`src/rtl/icache_pkg.sv`:
```
// Shared types and defaults for the instruction-cache refill controller and its fetch-side users.
package icache_pkg;

  localparam int unsigned ADDR_W_DEF = 20;
  localparam int unsigned DATA_W_DEF = 32;

  // RISC-V "addi x0,x0,0", used by the fetch stage as a bubble instruction
  localparam logic [31:0] NOP = 32'h0000_0013;

  typedef enum logic [2:0] {
    IDLE,
    LOOKUP,
    CHECK,
    MEM_REQ,
    FILL
  } state_t;

endpackage

```
`src/rtl/icache_refill_ctrl_if.sv`:
```
// Fetch, cache and memory handshake bundle around icache_refill_ctrl.
interface icache_refill_ctrl_if
  import icache_pkg::*;
#(
  parameter int unsigned ADDR_W = ADDR_W_DEF,
  parameter int unsigned DATA_W = DATA_W_DEF
);

  logic              cpu_req;
  logic [ADDR_W-1:0] cpu_addr;
  logic              cpu_ready;
  logic              instr_valid;
  logic [DATA_W-1:0] instr;
  logic              bus_err;

  logic              ic_read_en;
  logic              ic_fetch;
  logic [ADDR_W-1:0] ic_read_addr;
  logic [ADDR_W-1:0] ic_write_addr;
  logic [DATA_W-1:0] ic_write_data;
  logic              ic_cache_miss;
  logic [DATA_W-1:0] ic_rdata;

  logic              mem_req;
  logic [ADDR_W-1:0] mem_addr;
  logic              mem_ack;
  logic [DATA_W-1:0] mem_rdata;

  logic [15:0]       hit_cnt;
  logic [15:0]       miss_cnt;

  modport master (
    input  cpu_req, cpu_addr, ic_cache_miss, ic_rdata, mem_ack, mem_rdata,
    output cpu_ready, instr_valid, instr, bus_err,
           ic_read_en, ic_fetch, ic_read_addr, ic_write_addr, ic_write_data,
           mem_req, mem_addr, hit_cnt, miss_cnt
  );

  modport slave (
    output cpu_req, cpu_addr, ic_cache_miss, ic_rdata, mem_ack, mem_rdata,
    input  cpu_ready, instr_valid, instr, bus_err,
           ic_read_en, ic_fetch, ic_read_addr, ic_write_addr, ic_write_data,
           mem_req, mem_addr, hit_cnt, miss_cnt
  );

endinterface

```
`src/rtl/icache_refill_ctrl_sat_counter16.sv`:
```
// 16-bit event counter that sticks at 0xFFFF instead of wrapping.
module sat_counter16 (
  input  logic        clk,
  input  logic        clr,
  input  logic        en,
  output logic [15:0] count
);

  logic [15:0] r_count;

  always_ff @(posedge clk) begin
    if (clr) begin
      r_count <= '0;
    end else if (en && (r_count != '1)) begin
      r_count <= r_count + 16'd1;
    end
  end

  assign count = r_count;

endmodule

```
`src/rtl/icache_refill_ctrl.sv`:
```
// Single-request instruction-cache sequencer: lookup, hit return, or memory refill with timeout.
module icache_refill_ctrl
  import icache_pkg::*;
#(
  parameter int unsigned ADDR_W      = ADDR_W_DEF,
  parameter int unsigned DATA_W      = DATA_W_DEF,
  parameter int unsigned LOOKUP_LAT  = 2,
  parameter int unsigned MEM_TIMEOUT = 255
) (
  input  logic                 CLK_cpu,
  input  logic                 reset,
  icache_refill_ctrl_if.master bus
);

  localparam logic [7:0] LAT_LAST = 8'(LOOKUP_LAT - 1);
  localparam logic [7:0] TO_LAST  = 8'(MEM_TIMEOUT);

  state_t            r_state;
  state_t            w_next;
  logic [7:0]        r_cnt;
  logic [ADDR_W-1:0] r_addr;
  logic [DATA_W-1:0] r_data;
  logic              w_expired;
  logic              w_hit_en;
  logic              w_miss_en;
  logic              w_unused;

  assign w_expired = (r_state == MEM_REQ) && (r_cnt == TO_LAST);
  assign w_unused  = &{1'b0, bus.cpu_addr[1:0]};

  always_ff @(posedge CLK_cpu) begin
    if (reset) begin
      r_state <= IDLE;
    end else begin
      r_state <= w_next;
    end
  end

  // One counter serves both the lookup wait and the memory timeout; it restarts on every state change.
  always_ff @(posedge CLK_cpu) begin
    if (reset) begin
      r_cnt  <= '0;
      r_addr <= '0;
      r_data <= '0;
    end else begin
      r_cnt <= (w_next != r_state) ? '0 : r_cnt + 8'd1;
      if ((r_state == IDLE) && bus.cpu_req) begin
        r_addr <= {bus.cpu_addr[ADDR_W-1:2], 2'b00};
      end
      if ((r_state == MEM_REQ) && bus.mem_ack) begin
        r_data <= bus.mem_rdata;
      end
    end
  end

  always_comb begin
    w_next            = r_state;
    w_hit_en          = 1'b0;
    w_miss_en         = 1'b0;
    bus.cpu_ready     = 1'b0;
    bus.instr_valid   = 1'b0;
    bus.instr         = '0;
    bus.bus_err       = 1'b0;
    bus.ic_read_en    = 1'b0;
    bus.ic_fetch      = 1'b0;
    bus.ic_read_addr  = '0;
    bus.ic_write_addr = '0;
    bus.ic_write_data = '0;
    bus.mem_req       = 1'b0;
    bus.mem_addr      = '0;

    // The cache indexes its tag update by write_addr, so both addresses track A outside IDLE.
    if (r_state != IDLE) begin
      bus.ic_read_addr  = r_addr;
      bus.ic_write_addr = r_addr;
    end

    case (r_state)
      IDLE: begin
        bus.cpu_ready = 1'b1;
        if (bus.cpu_req) w_next = LOOKUP;
      end
      LOOKUP: begin
        bus.ic_read_en = (r_cnt == '0);
        if (r_cnt == LAT_LAST) w_next = CHECK;
      end
      CHECK: begin
        if (bus.ic_cache_miss) begin
          w_miss_en = 1'b1;
          w_next    = MEM_REQ;
        end else begin
          w_hit_en        = 1'b1;
          bus.instr_valid = 1'b1;
          bus.instr       = bus.ic_rdata;
          w_next          = IDLE;
        end
      end
      MEM_REQ: begin
        if (!w_expired) begin
          bus.mem_req  = 1'b1;
          bus.mem_addr = r_addr;
        end
        // An ack on the expiry cycle still wins over the timeout.
        if (bus.mem_ack) begin
          w_next = FILL;
        end else if (w_expired) begin
          bus.bus_err = 1'b1;
          w_next      = IDLE;
        end
      end
      FILL: begin
        bus.ic_fetch      = 1'b1;
        bus.ic_write_data = r_data;
        bus.instr_valid   = 1'b1;
        bus.instr         = r_data;
        w_next            = IDLE;
      end
      default: w_next = IDLE;
    endcase
  end

  sat_counter16 u_hit_cnt (
    .clk   (CLK_cpu),
    .clr   (reset),
    .en    (w_hit_en),
    .count (bus.hit_cnt)
  );

  sat_counter16 u_miss_cnt (
    .clk   (CLK_cpu),
    .clr   (reset),
    .en    (w_miss_en),
    .count (bus.miss_cnt)
  );

endmodule

```
`src/flat_wrapper.sv`:
```
// flat-port wrapper written by rule: the top's interface ports become plain ports
module icache_refill_ctrl_flat import icache_pkg::*;
#(
  parameter int unsigned ADDR_W      = ADDR_W_DEF,
  parameter int unsigned DATA_W      = DATA_W_DEF,
  parameter int unsigned LOOKUP_LAT  = 2,
  parameter int unsigned MEM_TIMEOUT = 255
)
  (CLK_cpu, reset, bus_cpu_req, bus_cpu_addr, bus_ic_cache_miss, bus_ic_rdata, bus_mem_ack, bus_mem_rdata, bus_cpu_ready, bus_instr_valid, bus_instr, bus_bus_err, bus_ic_read_en, bus_ic_fetch, bus_ic_read_addr, bus_ic_write_addr, bus_ic_write_data, bus_mem_req, bus_mem_addr, bus_hit_cnt, bus_miss_cnt);
  icache_refill_ctrl_if #(.ADDR_W(ADDR_W), .DATA_W(DATA_W)) bus_i ();
  input  logic CLK_cpu;
  input  logic reset;
  input wire logic [$bits(bus_i.cpu_req)-1:0] bus_cpu_req;
  input wire logic [$bits(bus_i.cpu_addr)-1:0] bus_cpu_addr;
  input wire logic [$bits(bus_i.ic_cache_miss)-1:0] bus_ic_cache_miss;
  input wire logic [$bits(bus_i.ic_rdata)-1:0] bus_ic_rdata;
  input wire logic [$bits(bus_i.mem_ack)-1:0] bus_mem_ack;
  input wire logic [$bits(bus_i.mem_rdata)-1:0] bus_mem_rdata;
  output wire logic [$bits(bus_i.cpu_ready)-1:0] bus_cpu_ready;
  output wire logic [$bits(bus_i.instr_valid)-1:0] bus_instr_valid;
  output wire logic [$bits(bus_i.instr)-1:0] bus_instr;
  output wire logic [$bits(bus_i.bus_err)-1:0] bus_bus_err;
  output wire logic [$bits(bus_i.ic_read_en)-1:0] bus_ic_read_en;
  output wire logic [$bits(bus_i.ic_fetch)-1:0] bus_ic_fetch;
  output wire logic [$bits(bus_i.ic_read_addr)-1:0] bus_ic_read_addr;
  output wire logic [$bits(bus_i.ic_write_addr)-1:0] bus_ic_write_addr;
  output wire logic [$bits(bus_i.ic_write_data)-1:0] bus_ic_write_data;
  output wire logic [$bits(bus_i.mem_req)-1:0] bus_mem_req;
  output wire logic [$bits(bus_i.mem_addr)-1:0] bus_mem_addr;
  output wire logic [$bits(bus_i.hit_cnt)-1:0] bus_hit_cnt;
  output wire logic [$bits(bus_i.miss_cnt)-1:0] bus_miss_cnt;
  assign bus_i.cpu_req = bus_cpu_req;
  assign bus_i.cpu_addr = bus_cpu_addr;
  assign bus_i.ic_cache_miss = bus_ic_cache_miss;
  assign bus_i.ic_rdata = bus_ic_rdata;
  assign bus_i.mem_ack = bus_mem_ack;
  assign bus_i.mem_rdata = bus_mem_rdata;
  assign bus_cpu_ready = bus_i.cpu_ready;
  assign bus_instr_valid = bus_i.instr_valid;
  assign bus_instr = bus_i.instr;
  assign bus_bus_err = bus_i.bus_err;
  assign bus_ic_read_en = bus_i.ic_read_en;
  assign bus_ic_fetch = bus_i.ic_fetch;
  assign bus_ic_read_addr = bus_i.ic_read_addr;
  assign bus_ic_write_addr = bus_i.ic_write_addr;
  assign bus_ic_write_data = bus_i.ic_write_data;
  assign bus_mem_req = bus_i.mem_req;
  assign bus_mem_addr = bus_i.mem_addr;
  assign bus_hit_cnt = bus_i.hit_cnt;
  assign bus_miss_cnt = bus_i.miss_cnt;
  icache_refill_ctrl #(.ADDR_W(ADDR_W), .DATA_W(DATA_W), .LOOKUP_LAT(LOOKUP_LAT), .MEM_TIMEOUT(MEM_TIMEOUT)) u_core (.CLK_cpu(CLK_cpu), .reset(reset), .bus(bus_i));
endmodule
```
`config.mk`:
```
export PLATFORM = sky130hd
export DESIGN_NAME = icache_refill_ctrl_flat
export DESIGN_NICKNAME = d
export VERILOG_FILES = /design/src/rtl/icache_pkg.sv /design/src/rtl/icache_refill_ctrl_if.sv /design/src/rtl/icache_refill_ctrl_sat_counter16.sv /design/src/rtl/icache_refill_ctrl.sv /design/src/flat_wrapper.sv
export SDC_FILE = /design/constraint.sdc
export NUM_CORES = 1
export LEC_CHECK = 0
export ABC_AREA = 1
export CORE_ASPECT_RATIO = 1.5
export CORE_MARGIN = 2
export CORE_UTILIZATION = 41
export CTS_BUF_LIST = sky130_fd_sc_hd__clkbuf_16
export DETAILED_ROUTE_END_ITERATION = 8
export PLACE_DENSITY = 0.81
export REMOVE_ABC_BUFFERS = 1
export SETUP_SLACK_MARGIN = 0.05
export SLEW_MARGIN = 5
export SYNTH_ARGS = -nofsm -noshare
export SYNTH_HDL_FRONTEND = slang
export SYNTH_SLANG_ARGS = --single-unit
```
`constraint.sdc`:
```
create_clock -name CLK_cpu -period 2.05 [get_ports CLK_cpu]
set_input_delay 0.3075 -clock CLK_cpu [delete_from_list [all_inputs] [get_ports CLK_cpu]]
set_output_delay 0.3075 -clock CLK_cpu [all_outputs]
set_load 0.005 [all_outputs]
```
==> metrics.md, run 1 <==
| Metric | Value |
|---|---|
| Status | `finished, violations left` |
| Failing checks | `setup timing` |
| RePlAce Congestion | `~0.91` |
| Synth cell types | `30` |
| Required @ worst endpoint | `roughly 1.7 ns` |
| Sinks on the clock net | `93` |
| Crit path max fanout | `7` |
| Largest net degree at the start of global routing | `38` |
| Top cells by area, synth | `dfxtp_1 37%, nand2_1 14%, nor2_1 9.5%` |
| Arr. time, crit path | `1.85 ns` |
| Final setup viols | `approximately 40` |
| Fin Clk Skew | `0.00926 ns` |
| Placed cells | `between 1,000 and 1,500` |
| Setup WS post-layout | `-0.106 ns` |
| Fmax achieved | `approximately 460 MHz` |
| Rows | `49` |
| Worst-skew pair later-pin latency | `0.33 ns` |
| GRT Overall Usage | `0.261` |
| H-tree Lvls | `3` |
| Crit path launch type | `flop` |
| Core area | `around 0.012 mm²` |
| Initial Util | `0.418` |
| RSZ-0062 raised after global routing | `true` |
| TritonCTS Buffers | `9` |
| I/O pins | `roughly 250` |
| Crit path kind | `reg -> out` |
| Synth Area per Inst | `approximately 6.5 µm²` |
| Yosys warning count | `0` |
| Max cap viols | `0` |
| Register area share after synthesis | `0.374` |
| Global route overflow | `0` |
| First-pass GRT wire length | `27.1 mm` |
| Cts hold-fix bufs | `0` |
| Post-synth EDFFs | `0` |
| Synth cell count leaders | `190 x nand2_1, 126 x nor2_1, 93 x dfxtp_1, 89 x o21ai_0, 88 x inv_1` |
| CP endpoint kind | `primary output` |
| Filler cells | `a little under 1,000` |
| Routed Antenna Nets | `0` |
| CTS tree | `done` |
| DRC viols | `0` |
| Pwr Density | `499 mW/mm²` |
| Total Wirelength | `between 15 and 20 mm` |
| VDD IR-drop max | `slightly above 0.3 mV` |
| Layout Cells excl Fill | `between 1,000 and 1,500` |
| Final core utilization | `0.699` |
| Asr flop ratio synth | `0` |
| Vias in the first global route | `5,655` |
| Multi-input logic area | `0.00270 mm²` |
| Top FF cell, synth | `dfxtp_1` |
| Crit share post-route | `1.05` |
| Area Overhead vs Synth | `67.2%` |
| Dpl hpwl | `between 10 and 15 mm` |
| DR WL/cell | `about 15 µm` |
| Leak | `between 3 and 4 nW` |
| Nets | `around 1,100` |
| Die area | `around 0.013 mm²` |
| DR vias | `about 5,900` |
| Reg area | `0.00188 mm²` |
| Clock Root Buffer | `clkbuf_16` |
| Post-synth top area share | `0.374` |
| Pre-antenna DRT Iters | `5` |
| Port bufs | `242` |
| Initial antenna violation count | `0` |
| Crit path time final | `about 2.2 ns` |
| DR iter-0 viols | `194` |
| FF+latch count, synth | `between 90 and 100` |
| Vias per cell | `~4.9` |
| HP Class | `reg -> reg` |
| Reg clk slew, reported paths | `0.06 ns` |
| Antenna diodes | `0` |
| Netlist Area Pre-Place | `roughly 0.0050 mm²` |
| Layout cells sized above 1 | `0.220` |
| Die width | `roughly 94 µm` |
| Cell count after synthesis | `roughly 770` |
| Die height | `between 100 and 150 µm` |
| Clock Tree Buf Depth | `2` |
| Most numerous cell in the Yosys netlist | `nand2_1` |
| Area leader, netlist | `dfxtp_1` |
| Final Hold Vio Count | `0` |
| Final Max Slew Viols | `0` |
path summary, 6_finish.rpt:
path | from | endpoint | slack [ns] | cells past startpoint
setup / recovery | u_core.r_state[0] | bus_instr[2] | -0.11 | 10
hold / removal | u_core.r_addr[2] | u_core.r_addr[2] | 0.48 | 2
setup reg to reg | u_core.r_cnt[1] | u_core.r_cnt[1] | 0.18 | 12
hold reg to reg | u_core.r_addr[2] | u_core.r_addr[2] | 0.48 | 2
where the power goes:
group / switching, mW / internal, mW / leakage [nW]
logic: 0.307 / 0.361 / 2.67
registers: 0.0248 / 1.86 / 0.757
clock network: 0.675 / 0.928 / 0.145
total: 1.01 / 3.14 / 3.58
per-stage QoR:
stage / TNS, ns / total power, mW / instance area [µm²] / hold WS, ns / setup WS (ns)
2_1_floorplan: -23.64 / 2.10 / 4650 / 0.377 / -0.923
3_3_place_gp: -4.03 / 2.49 / 7520 / 0.460 / -0.163
3_5_place_dp: -4.64 / 2.50 / 7520 / 0.467 / -0.164
4_1_cts: -2.74 / 4.15 / 8170 / 0.477 / -0.126
5_1_grt: -7.12 / 4.31 / 8320 / 0.502 / -0.209
6_report: -2.27 / 4.15 / 8320 / 0.483 / -0.106
layer usage:
| metal | up-vias | wire (µm) | global-route usage | part of all wire |
|---|---|---|---|---|
| li1 | 2890 | - | - | - |
| met1 | 2708 | 6580 | 0.277 | 0.37 |
| met2 | 263 | 9630 | 0.503 | 0.54 |
| met3 | 29 | 1080 | 0.0429 | 0.061 |
| met4 | 0 | 501 | 0.0915 | 0.028 |
| met5 | - | 0 | 0 | 0 |
cell usage in the layout (no fill, tap or decap), types with 2 or more instances in the layout:
cell type | synthesis | routed
nand2_1 | 190 | 163
clkdlybuf4s50_1 | 0 | 119
nor2_1 | 126 | 111
dfxtp_1 | 93 | 88
inv_1 | 88 | 86
o21ai_0 | 89 | 59
buf_2 | 10 | 57
a21oi_1 | 45 | 45
dlygate4sd2_1 | 0 | 43
buf_4 | 25 | 31
o21ai_1 | 0 | 26
nand2_2 | 1 | 20
nand3_1 | 17 | 17
buf_12 | 0 | 17
xor2_1 | 16 | 16
clkbuf_2 | 0 | 13
buf_6 | 3 | 12
nor2_2 | 2 | 10
clkbuf_16 | 0 | 10
nand2_4 | 1 | 9
nor2_4 | 2 | 9
xnor2_1 | 8 | 8
nor3_1 | 10 | 7
clkdlybuf4s15_1 | 0 | 7
inv_2 | 4 | 6
conb_1 | 1 | 6
nand4_1 | 5 | 5
o21ai_2 | 0 | 4
ha_1 | 5 | 4
buf_8 | 0 | 4
nor3_4 | 0 | 3
dfxtp_4 | 0 | 3
inv_4 | 1 | 2
inv_12 | 0 | 2
clkinv_2 | 0 | 2
inv_8 | 0 | 2
dfxtp_2 | 0 | 2
cell type report:
class	count	area share
clock inverter	7	0.00707
sequential	93	0.225
clock buffer	9	0.0271
multi-input combinational	529	0.324
inverter	93	0.0441
timing repair buffer	308	0.344
timing repair inverter	3	0.00466
tap	153	0.0230
flip-flops by register name, summed over array words and instances, names as in the netlist:
| signal | flops |
|---|---|
| u_core.r_data | 32 |
| u_core.r_addr | 18 |
| u_core.u_hit_cnt.count | 16 |
| u_core.u_miss_cnt.count | 16 |
| u_core.r_cnt | 8 |
| u_core.r_state | 3 |
kinds of logic (layout without fill, tap and decap cells):
family | after synthesis | count (layout) | share of synthesized area
AO/OA/AOI/OAI | 137 | 137 | 0.142
flip-flops | 93 | 93 | 0.374
XOR/XNOR | 24 | 24 | 0.0423
buffers and inverters | 149 | 420 | 0.139
AND/OR/NAND/NOR | 357 | 357 | 0.290
adder cells (fa/ha/maj) | 5 | 5 | 0.0126
other | 1 | 6 | 0.000754
critical path: stages (launching register included):
cell and delay (ns):
dfxtp_4 0.37, buf_6 0.12, nor3_4 0.20, inv_2 0.08
nor2_8 0.11, buf_12 0.13, buf_12 0.14, buf_12 0.11
nand2_4 0.03, o21ai_1 0.07, buf_2 0.13
timing repair:
item	4_1_cts	5_1_grt
gates resized for setup	376	105
cloned	9	1
pin swaps	7	7
setup buffers	27	11
setup endpoints to repair	122	109
(Power assumes the default switching activity.)
==> run 2, diff against run 1 <==
- CTS_CLUSTER_DIAMETER: default -> 40
- SETUP_SLACK_MARGIN: 0.05 -> default
==> metrics.md, run 2 (synthesized netlist as in run 1, its figures left out) <==
| Metric | Value |
|---|---|
| Status | `finished, violations left (unchanged)` |
| Failing checks | `setup timing (unchanged)` |
| Crit path time final | `2.11 ns (was 2.16 ns)` |
| Filler cells | `1,022 (was 987)` |
| Vias in the first global route | `5,632 (was 5,655)` |
| Leak | `3.55 nW (was 3.58 nW)` |
| TNS Setup | `-0.114 ns (was -2.27 ns)` |
| RSZ-0062 raised after global routing | `true (unchanged)` |
| Vias per cell | `4.85 (was 4.93)` |
| DR iter-0 viols | `233 (was 194)` |
| VDD IR-drop max | `0.301 mV (was 0.303 mV)` |
| Crit path launch type | `flop (unchanged)` |
| Max cap viols | `0 (unchanged)` |
| Final setup viols | `4 (was 41)` |
| Pwr Density | `505 mW/mm² (was 499 mW/mm²)` |
| Worst Setup SP | `u_core.r_state[1] (was u_core.r_state[0])` |
| Commonest non-fill, non-tap cell in the layout | `nand2_1 (unchanged)` |
| H-tree Lvls | `3 (unchanged)` |
| Setup WS post-layout | `-0.0569 ns (was -0.106 ns)` |
| Sinks on the clock net | `93 (unchanged)` |
| Die height | `139 µm (unchanged)` |
| Reg area | `0.00188 mm² (unchanged)` |
| DR vias | `5,780 (was 5,890)` |
| Reg with most FFs | `u_core.r_data (unchanged)` |
| Fin Clk Skew | `0.0103 ns (was 0.00926 ns)` |
| RePlAce Congestion | `0.914 (unchanged)` |
| Worst reg2reg startpoint | `u_core.u_miss_cnt.count[0] (was u_core.r_cnt[1])` |
| First-pass GRT wire length | `26.8 mm (was 27.1 mm)` |
| Antenna diodes | `0 (unchanged)` |
| DRC viols | `0 (unchanged)` |
| HP Start | `u_core.r_addr[2] (unchanged)` |
| Reg2Reg Capture Point | `u_core.u_miss_cnt.count[11] (was u_core.r_cnt[1])` |
| Core area | `0.0119 mm² (unchanged)` |
| DR WL/cell | `14.4 µm (was 14.9 µm)` |
| Required @ worst endpoint | `1.74 ns (about the same)` |
| Layout cells sized above 1 | `0.195 (was 0.220)` |
| WHS | `0.485 ns (was 0.483 ns)` |
| FF-to-FF path depth | `8 (was 12)` |
| HP Class | `reg -> reg (unchanged)` |
| Clock Tree Buf Depth | `2 (unchanged)` |
| Final Max Slew Viols | `0 (unchanged)` |
| Most frequent cells in the layout | `164 x nand2_1, 119 x clkdlybuf4s50_1, 115 x nor2_1, 88 x dfxtp_1, 87 x inv_1 (was 163 x nand2_1, 119 x clkdlybuf4s50_1, 111 x nor2_1, 88 x dfxtp_1, 86 x inv_1)` |
| Largest net degree at the start of global routing | `38 (unchanged)` |
| Initial Util | `0.418 (unchanged)` |
| Biggest regs | `u_core.r_data (32), u_core.r_addr (18) (unchanged)` |
| Hold Path Depth | `2 (unchanged)` |
| GRT Overall Usage | `0.256 (was 0.261)` |
| Area Overhead vs Synth | `65.2% (was 67.2%)` |
| Met2 usage | `0.482 (was 0.503)` |
| R2r setup slk | `0.22 ns (was 0.18 ns)` |
| Initial antenna violation count | `0 (unchanged)` |
| CTS tree | `done (unchanged)` |
| Layout Cells excl Fill | `1,191 (was 1,195)` |
| Total Wirelength | `17.2 mm (was 17.8 mm)` |
| Crit path kind | `reg -> out (unchanged)` |
| Reg clk slew, reported paths | `0.06 ns (about the same)` |
| Arr. time, crit path | `1.80 ns (was 1.85 ns)` |
| Most used routing layer | `met2 (unchanged)` |
| Met1 Use GR | `0.281 (was 0.277)` |
| Largest register FFs | `32 (unchanged)` |
| Worst-skew pair later-pin latency | `0.33 ns (about the same)` |
| Pre-antenna DRT Iters | `5 (unchanged)` |
| Dpl hpwl | `11.3 mm (unchanged)` |
| Routed Antenna Nets | `0 (unchanged)` |
| Die width | `93.9 µm (unchanged)` |
| Multi-input logic area | `0.00265 mm² (was 0.00270 mm²)` |
| Global route overflow | `0 (unchanged)` |
| Placed cells | `1,135 (unchanged)` |
| Crit share post-route | `1.03 (was 1.05)` |
| Hold Path End | `u_core.r_addr[2] (unchanged)` |
| Rows | `49 (unchanged)` |
| Total Power | `4.15 mW (about the same)` |
| Clock Root Buffer | `clkbuf_16 (unchanged)` |
| CP endpoint kind | `primary output (unchanged)` |
| Met3 GRT Util | `0.0402 (was 0.0429)` |
| I/O pins | `251 (unchanged)` |
| Nets | `1,127 (was 1,131)` |
| Die area | `0.0130 mm² (unchanged)` |
| Fmax achieved | `475 MHz (was 464 MHz)` |
| Crit path max fanout | `4 (was 7)` |
| Port bufs | `242 (unchanged)` |
| Final Hold Vio Count | `0 (unchanged)` |
| TritonCTS Buffers | `9 (unchanged)` |
## run 2: cell types whose count changed in the layout (fill, tap and decap cells not counted), moves of 3 or more
| cell | previous run | this run |
|---|---|---|
| nand2_2 | 20 | 23 |
| nand2_4 | 9 | 5 |
| nor2_1 | 111 | 115 |
| buf_4 | 31 | 34 |
| dlygate4sd2_1 | 43 | 66 |
| buf_2 | 57 | 46 |
| clkbuf_2 | 13 | 7 |
| clkdlybuf4s15_1 | 7 | 3 |
| buf_12 | 17 | 12 |
## run 2: final cells by class
type	count	share of cell area
Clock buffer	9	0.0274
Sequential cell	93	0.228
Tap cell	153	0.0233
Inverter	93	0.0446
Timing Repair inverter	3	0.00502
Clock inverter	7	0.00716
Timing Repair Buffer	304	0.342
Multi-Input combinational cell	529	0.322
## run 2: worst max-delay path, stage by stage (launching register included)
cell,delay [ns]
dfxtp_4,0.38
buf_6,0.12
nand2_4,0.06
nor2_4,0.13
inv_2,0.06
nor2_4,0.12
buf_12,0.13
buf_8,0.11
clkinv_8,0.06
buf_6,0.11
nor2_1,0.07
buf_2,0.11
## run 2: where the power goes
group          leakage [nW]  switching [mW]  total, mW  internal (mW)
clock network         0.145           0.681       1.61          0.928
logic                  2.64           0.302      0.659          0.357
registers             0.757          0.0266       1.88           1.86
## run 2: metal layers
| layer | wire (µm) | up-vias | share of wire |
|---|---|---|---|
| li1 | - | 2877 | - |
| met1 | 6450 | 2637 | 0.37 |
| met2 | 9210 | 240 | 0.54 |
| met3 | 1080 | 26 | 0.063 |
| met4 | 461 | 0 | 0.027 |
| met5 | 0 | - | 0 |
## run 2: timing repair
item,in CTS,in global routing
gates cloned,7,1
buffers inserted,27,10
setup endpoints to repair,117,61
pin swaps,7,8
hold buffers,0,0
hold endpoints to repair,0,0
gates resized for setup,348,75
## run 2: metrics by stage
step	worst slack (ns)	utilization	instance area (µm²)
3_3_place_gp	-0.163	0.633	7520
6_report	-0.0569	0.691	8220
3_5_place_dp	-0.164	0.633	7520
5_1_grt	-0.145	0.691	8220
4_1_cts	-0.179	0.682	8110
2_1_floorplan	-0.923	-	4650
## run 2: how the worst max path moves through the flow
stage	to	slack, ns
after floorplan	u_core.r_cnt[0]	-0.92
after global placement	bus_instr[16]	-0.16
after detailed placement	bus_instr[16]	-0.16
after CTS	bus_instr[29]	-0.18
after global routing	bus_mem_addr[6]	-0.15
final	bus_mem_addr[10]	-0.06
